`config.mk`:
```
export PLATFORM = sky130hd
export DESIGN_NAME = vcii_seq_ctrl
export DESIGN_NICKNAME = d
export VERILOG_FILES = /design/src/rtl/vcii_pkg.sv /design/src/rtl/vcii_sync2.sv /design/src/rtl/vcii_seq_ctrl.sv
export SDC_FILE = /design/constraint.sdc
export NUM_CORES = 1
export LEC_CHECK = 0
export BUFFER_PORTS_ARGS = -buffer_cell sky130_fd_sc_hd__buf_4
export CORE_ASPECT_RATIO = 1.4
export CORE_MARGIN = 1.5
export CORE_UTILIZATION = 35
export DETAILED_ROUTE_END_ITERATION = 10
export GPL_TIMING_DRIVEN = 0
export HOLD_SLACK_MARGIN = 0.05
export PLACE_DENSITY = 0.59
export SYNTH_ARGS = -nofsm -noshare
export SYNTH_HDL_FRONTEND = slang
export SYNTH_HIERARCHICAL = 1
export SYNTH_SLANG_ARGS = --single-unit
```
`constraint.sdc`:
```
create_clock -name clk -period 2.6 [get_ports clk]
set_input_delay 0 -clock clk [delete_from_list [all_inputs] [get_ports clk]]
set_output_delay 0 -clock clk [all_outputs]
set_load 0.01 [all_outputs]
```
`src/rtl/vcii_pkg.sv`:
```
// Shared types and defaults for the VCII test sequencer.
package vcii_pkg;

    localparam int unsigned BIAS_CYC_DEF  = 16;
    localparam int unsigned DRAIN_CYC_DEF = 2;

    typedef enum logic [2:0] {
        ST_IDLE   = 3'd0,
        ST_BIAS   = 3'd1,
        ST_SETTLE = 3'd2,
        ST_SAMPLE = 3'd3,
        ST_DRAIN  = 3'd4,
        ST_DONE   = 3'd5
    } state_t;

    // Test configuration: selects which analog switch closes during SETTLE/SAMPLE.
    typedef enum logic [1:0] {
        MODE_SW0 = 2'd0,
        MODE_SW1 = 2'd1,
        MODE_SW2 = 2'd2,
        MODE_SW3 = 2'd3
    } cfg_mode_t;

    function automatic logic [3:0] mode_onehot(input cfg_mode_t mode);
        logic [3:0] oh;
        case (mode)
            MODE_SW0: oh = 4'b0001;
            MODE_SW1: oh = 4'b0010;
            MODE_SW2: oh = 4'b0100;
            MODE_SW3: oh = 4'b1000;
            default:  oh = 4'b0000;
        endcase
        return oh;
    endfunction

endpackage

```
`src/rtl/vcii_sync2.sv`:
```
// Two-flop synchronizer for asynchronous analog-sourced single-bit signals.
module vcii_sync2 (
    input  logic clk,
    input  logic rst_n,
    input  logic d,
    output logic q
);

    logic meta_q;
    logic sync_q;

    // Two back-to-back flops; the first may go metastable, the second settles it.
    always_ff @(posedge clk) begin
        if (!rst_n) begin
            meta_q <= 1'b0;
            sync_q <= 1'b0;
        end else begin
            meta_q <= d;
            sync_q <= meta_q;
        end
    end

    assign q = sync_q;

endmodule

```
`src/rtl/vcii_seq_ctrl.sv`:
```
// VCII bias/switch/sample sequencer: bias warm-up, settle+sample loop, drain, done.
module vcii_seq_ctrl #(
    parameter int unsigned BIAS_CYC  = vcii_pkg::BIAS_CYC_DEF,
    parameter int unsigned DRAIN_CYC = vcii_pkg::DRAIN_CYC_DEF
) (
    input  logic       clk,
    input  logic       rst_n,
    input  logic       ena,
    input  logic       start,
    input  logic [1:0] cfg_mode,
    input  logic [7:0] settle_cyc,
    input  logic [3:0] n_samples,
    input  logic       cmp_in,
    output logic       bias_en,
    output logic [3:0] sw_en,
    output logic       sample_strobe,
    output logic       busy,
    output logic       done,
    output logic [4:0] ones_count
);

    import vcii_pkg::*;

    localparam logic [7:0] BIAS_LOAD  = 8'(BIAS_CYC - 1);
    localparam logic [7:0] DRAIN_LOAD = 8'(DRAIN_CYC - 1);

    state_t     state_q,  state_d;
    logic [7:0] cnt_q,    cnt_d;
    logic [4:0] smp_q,    smp_d;
    cfg_mode_t  mode_q,   mode_d;
    logic [7:0] settle_q, settle_d;
    logic [4:0] ones_q,   ones_d;

    logic       bias_en_q, bias_en_d;
    logic [3:0] sw_en_q,   sw_en_d;
    logic       strobe_q,  strobe_d;
    logic       busy_q,    busy_d;
    logic       done_q,    done_d;

    logic       cmp_sync;
    logic [7:0] settle_load;

    vcii_sync2 u_cmp_sync (
        .clk   (clk),
        .rst_n (rst_n),
        .d     (cmp_in),
        .q     (cmp_sync)
    );

    // A zero settle request still gets one settle cycle.
    assign settle_load = (settle_q == 8'd0) ? 8'd0 : settle_q - 8'd1;

    // Next-state, shared down-counter, sample counter and ones accumulator.
    always_comb begin
        state_d  = state_q;
        cnt_d    = cnt_q;
        smp_d    = smp_q;
        mode_d   = mode_q;
        settle_d = settle_q;
        ones_d   = ones_q;
        case (state_q)
            ST_IDLE: begin
                if (start && ena) begin
                    state_d  = ST_BIAS;
                    cnt_d    = BIAS_LOAD;
                    mode_d   = cfg_mode_t'(cfg_mode);
                    settle_d = settle_cyc;
                    smp_d    = (n_samples == 4'd0) ? 5'd16 : {1'b0, n_samples};
                    ones_d   = '0;
                end
            end
            ST_BIAS: begin
                if (cnt_q == 8'd0) begin
                    state_d = ST_SETTLE;
                    cnt_d   = settle_load;
                end else begin
                    cnt_d = cnt_q - 8'd1;
                end
            end
            ST_SETTLE: begin
                if (cnt_q == 8'd0) begin
                    state_d = ST_SAMPLE;
                end else begin
                    cnt_d = cnt_q - 8'd1;
                end
            end
            ST_SAMPLE: begin
                if (cmp_sync && (ones_q != 5'd16)) begin
                    ones_d = ones_q + 5'd1;
                end
                smp_d = smp_q - 5'd1;
                if (smp_q <= 5'd1) begin
                    state_d = ST_DRAIN;
                    cnt_d   = DRAIN_LOAD;
                end else begin
                    state_d = ST_SETTLE;
                    cnt_d   = settle_load;
                end
            end
            ST_DRAIN: begin
                if (cnt_q == 8'd0) begin
                    state_d = ST_DONE;
                end else begin
                    cnt_d = cnt_q - 8'd1;
                end
            end
            ST_DONE: begin
                state_d = ST_IDLE;
            end
            default: begin
                state_d = ST_IDLE;
            end
        endcase
        // Disable aborts from any state; the last ones result is kept.
        if (!ena) begin
            state_d = ST_IDLE;
            cnt_d   = '0;
            smp_d   = '0;
            ones_d  = ones_q;
        end
    end

    // Output decode from the current state; registered so outputs never glitch.
    always_comb begin
        bias_en_d = (state_q == ST_BIAS) || (state_q == ST_SETTLE) ||
                    (state_q == ST_SAMPLE) || (state_q == ST_DRAIN);
        sw_en_d   = ((state_q == ST_SETTLE) || (state_q == ST_SAMPLE)) ?
                    mode_onehot(mode_q) : 4'b0000;
        strobe_d  = (state_q == ST_SAMPLE);
        busy_d    = (state_q != ST_IDLE);
        done_d    = (state_q == ST_DONE);
        if (!ena) begin
            bias_en_d = 1'b0;
            sw_en_d   = '0;
            strobe_d  = 1'b0;
            busy_d    = 1'b0;
            done_d    = 1'b0;
        end
    end

    // State and output registers with synchronous active-low reset.
    always_ff @(posedge clk) begin
        if (!rst_n) begin
            state_q   <= ST_IDLE;
            cnt_q     <= '0;
            smp_q     <= '0;
            mode_q    <= MODE_SW0;
            settle_q  <= '0;
            ones_q    <= '0;
            bias_en_q <= 1'b0;
            sw_en_q   <= '0;
            strobe_q  <= 1'b0;
            busy_q    <= 1'b0;
            done_q    <= 1'b0;
        end else begin
            state_q   <= state_d;
            cnt_q     <= cnt_d;
            smp_q     <= smp_d;
            mode_q    <= mode_d;
            settle_q  <= settle_d;
            ones_q    <= ones_d;
            bias_en_q <= bias_en_d;
            sw_en_q   <= sw_en_d;
            strobe_q  <= strobe_d;
            busy_q    <= busy_d;
            done_q    <= done_d;
        end
    end

    assign bias_en       = bias_en_q;
    assign sw_en         = sw_en_q;
    assign sample_strobe = strobe_q;
    assign busy          = busy_q;
    assign done          = done_q;
    assign ones_count    = ones_q;

endmodule

```
Word-level counts from Yosys, hierarchy flattened
Index checks and enable logic that the tools add are counted.

storage, ports and cells
  logic and storage cells = 74
  input port bits = 19
  output and inout bits = 13
  register bits = 41

operators by class
  equality and inequality tests = 15
  magnitude comparators = 1
  multiplexer cells = 19
  $add $sub $neg = 4
  reductions and logical operators = 22

operators by type and width
  operator             number
  $mux 8               5
  $pmux 8 s4           1
  $mux 5               4
  $pmux 5 s2           2
  $logic_not 8->1      2
  $pmux 4 s4           1
  $sub 8x1->8 const B  2
  $mux 3               5
  $pmux 3 s5           1
  $ne 2x2->1 const B   6
  $reduce_and 4->1     2
  $eq 3x2->1 const B   2
  $eq 3x3->1 const B   2
  $reduce_and 2->1     3
  $reduce_and 3->1     2
  $add 5x1->5 const B  1
  $le 5x1->1 const B   1
  $ne 5x5->1 const B   1
  $sub 5x1->5 const B  1
  $eq 2x2->1 const B   2
  $logic_not 4->1      1
  $logic_or 1x1->1     4
  $reduce_bool 4->1    1
  $eq 3x1->1 const B   1
  7 further kinds      8

Depth between registers and ports, before layout
Gate-level depths: netlist of the first run.

  word-level depth = 4
  depth in mapped cells = 8
  gate-level depth less buffers = 7

Cells and area by module
Netlist of the first run, hierarchy kept.

by module, submodules not included
  module         area an instance (sq um)  times used  cells an instance  sequential area each (sq um)
  vcii_seq_ctrl  2134.5                    1           255                780.7
  vcii_sync2     52.6                      1           4                  40.0

Worst setup path after synthesis of the first run
OpenSTA, ideal clock, no wires.

  path type = reg2reg
  from = register cnt_q[0]
  to = register cnt_q[4]
  setup time = 0.070 ns
  period minus slack after synthesis = 1.823 ns
  arrival = 1.753 ns
  path slack = 0.777 ns
  path buffers = 1
  required time = 2.530 ns
  cell stages (with the launch flop) = 9
  cells stage by stage = dfxtp_1 -> inv_1 -> ha_1 -> or4b_4 -> nor2_8 -> o32a_4 -> buf_6 -> o32ai_1 -> o2bb2ai_1

between the ends
  cells in the longest elaborated chain, start to end = 3
  elaborated cells on any way between the ends = 7
  those cells by class = add/sub (1); eq/ne (1); mux (3); reduce/logical (2)

RTL lines
  what                                                   line                                       text
  start, declared                                        vcii_seq_ctrl.sv:28                        logic [7:0] cnt_q, cnt_d;
  start signal, assigned                                 vcii_seq_ctrl.sv:157                       cnt_q <= cnt_d;
  $sub 8x1->8 / $logic_not 8->1 (equally long branches)  n/a
  $mux 8, or another cell as far along                   vcii_seq_ctrl.sv:81, vcii_seq_ctrl.sv:101
  $pmux 8 s4 / $reduce_and 3->1 (equally long branches)  n/a

Several ways; a longest one is shown, not always the timed one. The select of a mux whose other input is x is not followed.
A chain may end at the register's enable or synchronous reset.

Worst setup path in the final report of the first run
  from = register cnt_q[0]
  to = register cnt_q[5]

The elaborated chain is that of the path after synthesis.

==> flow_summary.ini, run 1 <==
[pwr]
vdd_drop_max_mv = 0.276
finalPower_mw = 1.44
p_int_mw = 1.07
sw_frac_of_total_pct = 25.5
power.share.clock_pct = 37.8
switchingPower_uw = 367
seqPwrFrac_pct = 46.2
p_leak_nw = 1.11
powerDensity_nw_per_um2 = 514
power.share.combinational_pct = 16.1

[logic_synthesis]
synth.mux.area_fraction_pct = 0.458
syn-cell-area_um2 = 2190
synth_xor_area_share_pct = 5.21
synth_area_per_cell_um2 = 8.44
yosys_register_bits = 41
yosys_most_used_dff = dfxtp_1
yosysWarnings = 6
synthTopCellsByCount = dfxtp_1 (41), nand2_1 (35), nor2_1 (28), nor3_1 (18), inv_1 (11)
ys_seq_area_share_pct = 37.5
synth_edf_count = 0
synthSimpleGateAreaFrac_pct = 26.4
synth_top_area_share_pct = 37.5
synth_most_common_cell = dfxtp_1
synth_cell_types = 55
synth_top_cell_by_area = dfxtp_1
synthArstFlopShare_pct = 0
synth_compound_area_share_pct = 21.6
synth_cells = 259
synth_nets = 285
synth_area_leaders = dfxtp_1 (38%), nand2_1 (6.0%), nor2_1 (4.8%), nor3_1 (4.1%), ha_1 (4.0%)
synth_top_family_by_area = simple AND/OR/NAND/NOR gates
synthAdderAreaFrac_pct = 4.00

[sta]
hold_viol_final = 0
setup_violations = 0
slew_violations = 0
timing.max_slew.rel_slack_pct = 51.8
period_share_pct = 77.9
fin_crit_ns = 2.03
skew_ns = 0.00298
rsz0062_at_grt = false
tightestPinTransition_ns = 0.722
whs_ns = 0.0904
fmax_mhz = 493
finalWorstSetupSlack_ns = 0.573
setup-tns-final_ns = 0

[clock_network]
clockRootBuffer = clkbuf_8
numCtsBuffers = 5
cts.clk_slew.worst_paths_ns = 0.08
worstSkewPairLatency_ns = 0.30
cts_resized = 0
clockBufferDepth = 2
h-tree-depth = 2
tritoncts = done
clock-sinks = 41

[placement]
gp_congestion = 0.843
dp_hpwl_mm = 3.70
io_buffers = 31
pre_cts_ws_ns = 0.573

[global_routing]
grt_pass1_vias = 1898
grt_overflow = 0
antenna_found_initial = 0
grt_pass1_wl_mm = 8.83
grt_use_total_pct = 16.2
grt_max_degree = 13

[run_status]
status = finished clean

[layout]
multi_input_area_um2 = 1260
nNetsFinal = 340
fin_util_pct = 47.0
syn2layout_area_growth_pct = 27.7
layout-drive-gt1-share_pct = 18.1
antenna_cells = 0
register_area_um2 = 821
num-fill-cells = 629

[job]
drv_cap = 0

[setup_path]
end_kind = register
required_ns = 2.80
cp-start-kind = register
path_class = register to register
arrival_ns = 2.22
crit_fanout = 9

[detailed_routing]
firstDrtPassIters = 4
routed_wl_mm = 5.07
postRouteAntennaNets = 0
drcViolationCount = 0
viasPerCell = 5.09
vias = 1959
wl_per_cell_um = 13.2
drtIter0Drc = 77

[die]
die_y_um = 96.5
start_util_pct = 36.8
io_pins = 32
std_cell_rows = 33
die-area_um2 = 6740
die_w_um = 69.8
core_area_um2 = 5950

[hold_path]
min_path_type = input port to register
through the flow:
stage | area (um^2) | std cells
2_1_floorplan | 2190 | 259
3_3_place_gp | 2510 | 360
3_5_place_dp | 2510 | 360
4_1_cts | 2790 | 385
5_1_grt | 2790 | 385
6_report | 2790 | 385
cells by family after synthesis:
logic type | count (synthesis)
compound gates | 59
fa+ha+maj | 7
mux | 1
xor+xnor | 13
simple gates | 115
buf+inv | 23
flops | 41
layer usage:
metal	track usage, %	share of wire, %
met5	0	0
met3	3.01	3.2
met4	5.29	1.2
met1	18.6	44
met2	30.3	52
power groups by stage:
stage          registers [mW]  logic (mW)  clock network (mW)
3_5_place_dp            0.678       0.211                   0
2_1_floorplan           0.674       0.150                   0
6_report                0.663       0.231               0.542
3_3_place_gp            0.678       0.210                   0
4_1_cts                 0.663       0.232               0.551
5_1_grt                 0.666       0.258               0.586
worst paths after layout:
check,slack (ns),endpoint,startpoint,cells after the start
setup / recovery,0.57,cnt_q[5]$_SDFFE_PN0P_,cnt_q[0]$_SDFFE_PN0P_,7
hold / removal,0.09,smp_q[1]$_SDFFE_PN0P_,n_samples[1],3
setup reg to reg,0.57,cnt_q[5]$_SDFFE_PN0P_,cnt_q[0]$_SDFFE_PN0P_,7
hold reg to reg,0.45,u_cmp_sync/q$_SDFF_PN0_,u_cmp_sync/meta_q$_SDFF_PN0_,1
area by class of cell:
type                       instances  area share (%)
clock inverter                     1            1.07
clock buffer                       7            3.09
inverter                          11            1.48
buffer                            12            2.24
sequential                        41            29.4
timing repair buffer              48            14.4
tap                               70            3.13
multi-input combinational        195            45.2
layout by cell type, fill, tap and decap left out, types with 2 or more instances in the layout:
cell,netlist,routed
a211oi_1,2,2
a21boi_0,10,10
a21oi_1,7,7
a2bb2oi_1,2,2
a31oi_1,5,5
and2_1,5,5
buf_2,5,5
buf_4,1,32
clkbuf_1,5,6
clkbuf_8,0,6
dfxtp_1,41,41
dlygate4sd3_1,0,17
ha_1,7,7
inv_1,11,11
nand2_1,35,35
nand2b_1,2,2
nand3_1,7,7
nor2_1,28,28
nor2b_1,3,3
nor3_1,18,18
nor3b_1,4,4
o211a_1,3,3
o21a_1,2,2
o21ai_0,4,4
o221ai_1,2,2
o221ai_2,2,2
o22a_1,2,2
o22ai_1,2,2
o2bb2ai_1,3,3
o32ai_1,3,3
xnor2_1,9,9
xor2_1,4,4
timing repair:
item,CTS,global route
buffers inserted,0,0
hold endpoints to repair,15,0
hold buffers,17,0
setup endpoints to repair,0,0
sequential cells by signal (all words and copies together) (netlist names):
register and flops:
bias_en 1, busy 1, cnt_q 8, done 1
mode_q 2, ones_count 5, sample_strobe 1, settle_q 8
smp_q 5, state_q 3, sw_en 4, u_cmp_sync/meta_q 1
u_cmp_sync/q 1
worst max-delay path: stages (launching register included):
cell and delay [ns]:
dfxtp_1 0.40, inv_1 0.10, ha_1 0.20, or4b_4 0.25, nor2_8 0.06, o22ai_1 0.58
o22ai_1 0.15, o21a_1 0.19
(Power assumes the default switching activity.)
==> run 2, diff against run 1 <==
ABC_AREA = 1   (was unset)
clock period = 2 ns   (was 2.6 ns; I/O delays follow)
==> flow_summary.ini, run 2 <==
[setup_path]
r2r-end = cnt_q[7]$_SDFFE_PN0P_
cp-start-kind = register
r2r_slack_ns = 0.38
arrival_ns = 1.85
crit_path_frequent_cell = nand2_1
crit_path_start = cnt_q[0]$_SDFFE_PN0P_
slowest_stage = dfxtp_1
rr_startpoint = cnt_q[0]$_SDFFE_PN0P_
required_ns = 2.23
path_class = register to register
path_cells = inv_1 -> ha_1 -> nand3_1 -> nor2_4 -> o21ai_1 -> nand2_1 -> nand2_1 -> nand2_1 -> a21oi_2
r2r_cells = 9
crit_fanout = 6
crit_path_max_incr_delay_ns = 0.35
end_kind = register

[die]
die_w_um = 70.6
die-area_um2 = 6900
io_pins = 32
start_util_pct = 36.1
std_cell_rows = 34
core_area_um2 = 6210
die_y_um = 97.7

[sta]
slew_violations = 0
tightestPinTransition_ns = 0.635
finalWorstSetupSlack_ns = 0.383
setup_violations = 0
whs_ns = 0.0856
hold_viol_final = 0
timing.max_slew.rel_slack_pct = 57.7
fin_crit_ns = 1.62
rsz0062_at_grt = false
skew_ns = 0.00713
setup-tns-final_ns = 0
period_share_pct = 80.8
fmax_mhz = 618

[global_routing]
grt_overflow = 0
grt_use_total_pct = 15.6
antenna_found_initial = 0
grt_max_degree = 15
grt_pass1_wl_mm = 8.86
grt_pass1_vias = 2049

[logic_synthesis]
synth_top_cell_by_area = dfxtp_1
synth_area_per_cell_um2 = 6.94
synth_cell_types = 34
ys_seq_area_share_pct = 36.6
synth_edf_count = 0
synth.mux.area_fraction_pct = 0
synthSimpleGateAreaFrac_pct = 30.5
synthArstFlopShare_pct = 0
synth_top_family_by_area = simple AND/OR/NAND/NOR gates
synth_compound_area_share_pct = 15.9
yosys_most_used_dff = dfxtp_1
syn-cell-area_um2 = 2240
yosysWarnings = 6
synth_top_area_share_pct = 36.6
yosys_register_bits = 41
synth_cells = 323
synthTopCellsByCount = nand2_1 (69), inv_1 (43), dfxtp_1 (41), nor2_1 (31), a21oi_1 (22)
synth_nets = 349
synth_area_leaders = dfxtp_1 (37%), nand2_1 (12%), inv_1 (7.2%), nor2_1 (5.2%), a21oi_1 (4.9%)
synth_xor_area_share_pct = 3.52
synth_most_common_cell = nand2_1
synthAdderAreaFrac_pct = 3.91

[placement]
io_buffers = 31
gp_congestion = 0.852
pre_cts_ws_ns = 0.385
dp.cells = 426
place_area_um2 = 2560
dp_hpwl_mm = 3.83

[pwr]
powerDensity_nw_per_um2 = 664
vdd_drop_max_mv = 0.496
p_leak_nw = 1.29

[detailed_routing]
viasPerCell = 4.77
routed_wl_mm = 5.01
firstDrtPassIters = 4
postRouteAntennaNets = 0
wl_per_cell_um = 11.2
drcViolationCount = 0
drtIter0Drc = 68
vias = 2137

[layout]
antenna_cells = 0
nNetsFinal = 401
mostFrequentLayoutCells = nand2_1 (69), inv_1 (43), dfxtp_1 (41), nor2_1 (31), buf_4 (31)
layout_commonest_cell = nand2_1
fin_cells = 448
syn2layout_area_growth_pct = 25.7
fin_area_um2 = 2820
reg_top3 = cnt_q: 8 flops, settle_q: 8 flops
layout-drive-gt1-share_pct = 19.7

[clock_network]
cts_resized = 0
postCtsSetupRepairBufs = 0
tritoncts = done
cts.clk_slew.worst_paths_ns = 0.09
clockRootBuffer = clkbuf_8
numCtsBuffers = 5
worstSkewPairLatency_ns = 0.29
clock-sinks = 41
h-tree-depth = 2
clockBufferDepth = 2

[run_status]
status = finished clean

[hold_path]
holdPathStages = 5
hold_end = smp_q[2]$_SDFFE_PN0P_
min_path_type = input port to register
min-delay-start = n_samples[2]

[job]
drv_cap = 0
run 2: kinds of logic after synthesis:
logic type / after synthesis
AND/OR/NAND/NOR: 148
AO/OA/AOI/OAI: 63
buffers and inverters: 55
flip-flops: 41
XOR/XNOR: 9
adder cells (fa/ha/maj): 7
run 2: how the worst max path moves through the flow:
| stage | to | slack [ns] |
|---|---|---|
| floorplan | cnt_q[1]$_SDFFE_PN0P_ | 0.62 |
| global placement | cnt_q[5]$_SDFFE_PN0P_ | 0.41 |
| detailed placement | cnt_q[6]$_SDFFE_PN0P_ | 0.38 |
| CTS | cnt_q[6]$_SDFFE_PN0P_ | 0.37 |
| global route | cnt_q[3]$_SDFFE_PN0P_ | 0.23 |
| finish | cnt_q[7]$_SDFFE_PN0P_ | 0.38 |
run 2: area by class of cell:
cell class	instances	area [um^2]
inverters	50	193
fillers	654	3390
repair buffers	45	373
multi-input cells	227	1210
clock buffers	5	68.8
flip-flops and latches	41	821
clock inverters	3	43.8
plain buffers	5	21.3
well taps	72	90.1
run 2: stage by stage:
| stage | util, % | total power, mW |
|---|---|---|
| 2_1_floorplan | - | 1.10 |
| 5_1_grt | 45.3 | 1.97 |
| 6_report | 45.3 | 1.87 |
| 4_1_cts | 45.3 | 1.90 |
| 3_5_place_dp | 41.3 | 1.19 |
| 3_3_place_gp | 41.3 | 1.18 |
run 2: what timing repair did:
| action | 4_1_cts | 5_1_grt |
|---|---|---|
| hold endpoints to repair | 14 | 0 |
| hold buffers | 14 | 0 |
| endpoints found under the setup margin | 0 | 0 |
run 2: per-layer routing:
metal	GRT usage, %	vias to the layer above	part of all wire, %
met2	27.9	44	51
met5	0	-	0
met1	18.4	950	43
met3	2.70	10	3.3
met4	5.66	0	2.1
li1	-	1133	-
run 2: critical path, delay by kind of cell (launching register included):
kind	cells	cell delay, ns
adder cells (fa/ha/maj)	1	0.21
buffers and inverters	1	0.10
AO/OA/AOI/OAI	2	0.45
flip-flops	1	0.35
AND/OR/NAND/NOR	5	0.45
run 2: power breakdown:
part | internal [mW] | switching [mW] | total (mW)
combinational | 0.133 | 0.192 | 0.325
sequential | 0.844 | 0.0209 | 0.865
clock | 0.374 | 0.306 | 0.680
total | 1.35 | 0.519 | 1.87
==> run 3, diff against run 2 <==
clock period = 1.7 ns   (was 2 ns; I/O delays follow)
==> flow_summary.ini, run 3 (synthesis gave the netlist of run 2 again) <==
[run_status]
status = finished clean

[pwr]
p_leak_nw = 1.29
finalPower_mw = 2.20
vdd_drop_max_mv = 0.583
powerDensity_nw_per_um2 = 779

[sta]
setup-tns-final_ns = 0
skew_ns = 0.00727
fmax_mhz = 661
tightestPinTransition_ns = 0.636
rsz0062_at_grt = false
setup_violations = 0
whs_ns = 0.0857
period_share_pct = 89.0
slew_violations = 0
fin_crit_ns = 1.51
hold_viol_final = 0
timing.max_slew.rel_slack_pct = 57.6

[detailed_routing]
firstDrtPassIters = 4
vias = 2128
viasPerCell = 4.75
routed_wl_mm = 5.01
wl_per_cell_um = 11.2
drtIter0Drc = 78
drcViolationCount = 0
postRouteAntennaNets = 0

[layout]
num-fill-cells = 653
syn2layout_area_growth_pct = 26.1
layout-drive-gt1-share_pct = 20.7
antenna_cells = 0
nNetsFinal = 401
fin_area_um2 = 2830
reg_top3 = cnt_q: 8 flops, settle_q: 8 flops
layout_commonest_cell = nand2_1
register_area_um2 = 822
mostFrequentLayoutCells = nand2_1 (69), inv_1 (42), dfxtp_1 (40), nor2_1 (31), buf_4 (31)
fin_cells = 448
multi_input_area_um2 = 1210

[die]
core_area_um2 = 6210
die-area_um2 = 6900
io_pins = 32
die_w_um = 70.6
die_y_um = 97.7
std_cell_rows = 34
start_util_pct = 36.1

[clock_network]
numCtsBuffers = 5
h-tree-depth = 2
clockRootBuffer = clkbuf_8
worstSkewPairLatency_ns = 0.29
clock-sinks = 41
postCtsSetupRepairBufs = 0
cts.clk_slew.worst_paths_ns = 0.09
tritoncts = done
clockBufferDepth = 2

[hold_path]
min-delay-start = n_samples[2]
min_path_type = input port to register
hold_end = smp_q[2]$_SDFFE_PN0P_
holdPathStages = 5

[setup_path]
path_class = register to register
crit_fanout = 5
r2r_slack_ns = 0.19
r2r-end = cnt_q[5]$_SDFFE_PN0P_
end_kind = register
r2r_cells = 11
cp-start-kind = register
arrival_ns = 1.67
rr_startpoint = settle_q[0]$_SDFFE_PN0P_
required_ns = 1.86

[placement]
dp.cells = 426
gp_congestion = 0.852
io_buffers = 31
dp_hpwl_mm = 3.83
place_area_um2 = 2560

[global_routing]
grt_max_degree = 15
antenna_found_initial = 0
grt_overflow = 0
grt_use_total_pct = 15.6
grt_pass1_vias = 2049
grt_pass1_wl_mm = 8.86

[job]
drv_cap = 0
## run 3: worst max path at each step
| stage | depth (start not counted) | slack, ns | start | endpoint |
|---|---|---|---|---|
| after floorplan | 9 | 0.32 | cnt_q[0]$_SDFFE_PN0P_ | cnt_q[1]$_SDFFE_PN0P_ |
| after global placement | 9 | 0.11 | cnt_q[0]$_SDFFE_PN0P_ | cnt_q[5]$_SDFFE_PN0P_ |
| after detailed placement | 9 | 0.08 | cnt_q[0]$_SDFFE_PN0P_ | cnt_q[6]$_SDFFE_PN0P_ |
| after CTS | 9 | 0.07 | cnt_q[0]$_SDFFE_PN0P_ | cnt_q[6]$_SDFFE_PN0P_ |
| after global routing | 11 | 0.02 | state_q[1]$_SDFFE_PN0P_ | cnt_q[0]$_SDFFE_PN0P_ |
| final | 11 | 0.19 | settle_q[0]$_SDFFE_PN0P_ | cnt_q[5]$_SDFFE_PN0P_ |
## run 3: layout make-up
cell class | instances | area share (%)
inverter | 50 | 6.82
sequential | 41 | 29.1
multi-input combinational | 227 | 43.0
timing repair buffer | 45 | 13.2
tap | 72 | 3.19
clock inverter | 3 | 1.55
clock buffer | 5 | 2.44
buffer | 5 | 0.753
## run 3: what timing repair did
action / 4_1_cts / 5_1_grt
endpoints found under the hold margin: 14 / 0
gates resized for setup: 0 / 4
setup endpoints to repair: 0 / 7
hold buffers: 14 / 0
## run 3: stage by stage
stage / setup WS (ns) / utilization, %
after floorplan: 0.320 / -
after global placement: 0.111 / 41.3
after detailed placement: 0.0847 / 41.3
after CTS: 0.0678 / 45.3
after global routing: 0.0159 / 45.5
final: 0.187 / 45.5
## run 3: critical path, stage by stage (launching register included)
cell and delay, ns:
dfxtp_1 0.30, inv_1 0.12, ha_1 0.20, nand2_1 0.11, nor2_1 0.18, nand2_1 0.11, nand2_1 0.08, inv_1 0.04
nand3_1 0.07, nand2_1 0.05, nand2_1 0.07, a21oi_2 0.05
## run 3: power by group
group	internal, mW	total (mW)	switching [mW]
combinational	0.157	0.385	0.228
sequential	0.993	1.02	0.0248
clock	0.440	0.799	0.359
total	1.59	2.20	0.611
## run 3: routing by layer
layer	GRT usage, %	vias up	share of wire (%)
met1	18.4	946	43
met3	2.70	10	3.1
met2	27.9	39	51
li1	-	1133	-
met4	5.66	0	2.0
met5	0	-	0
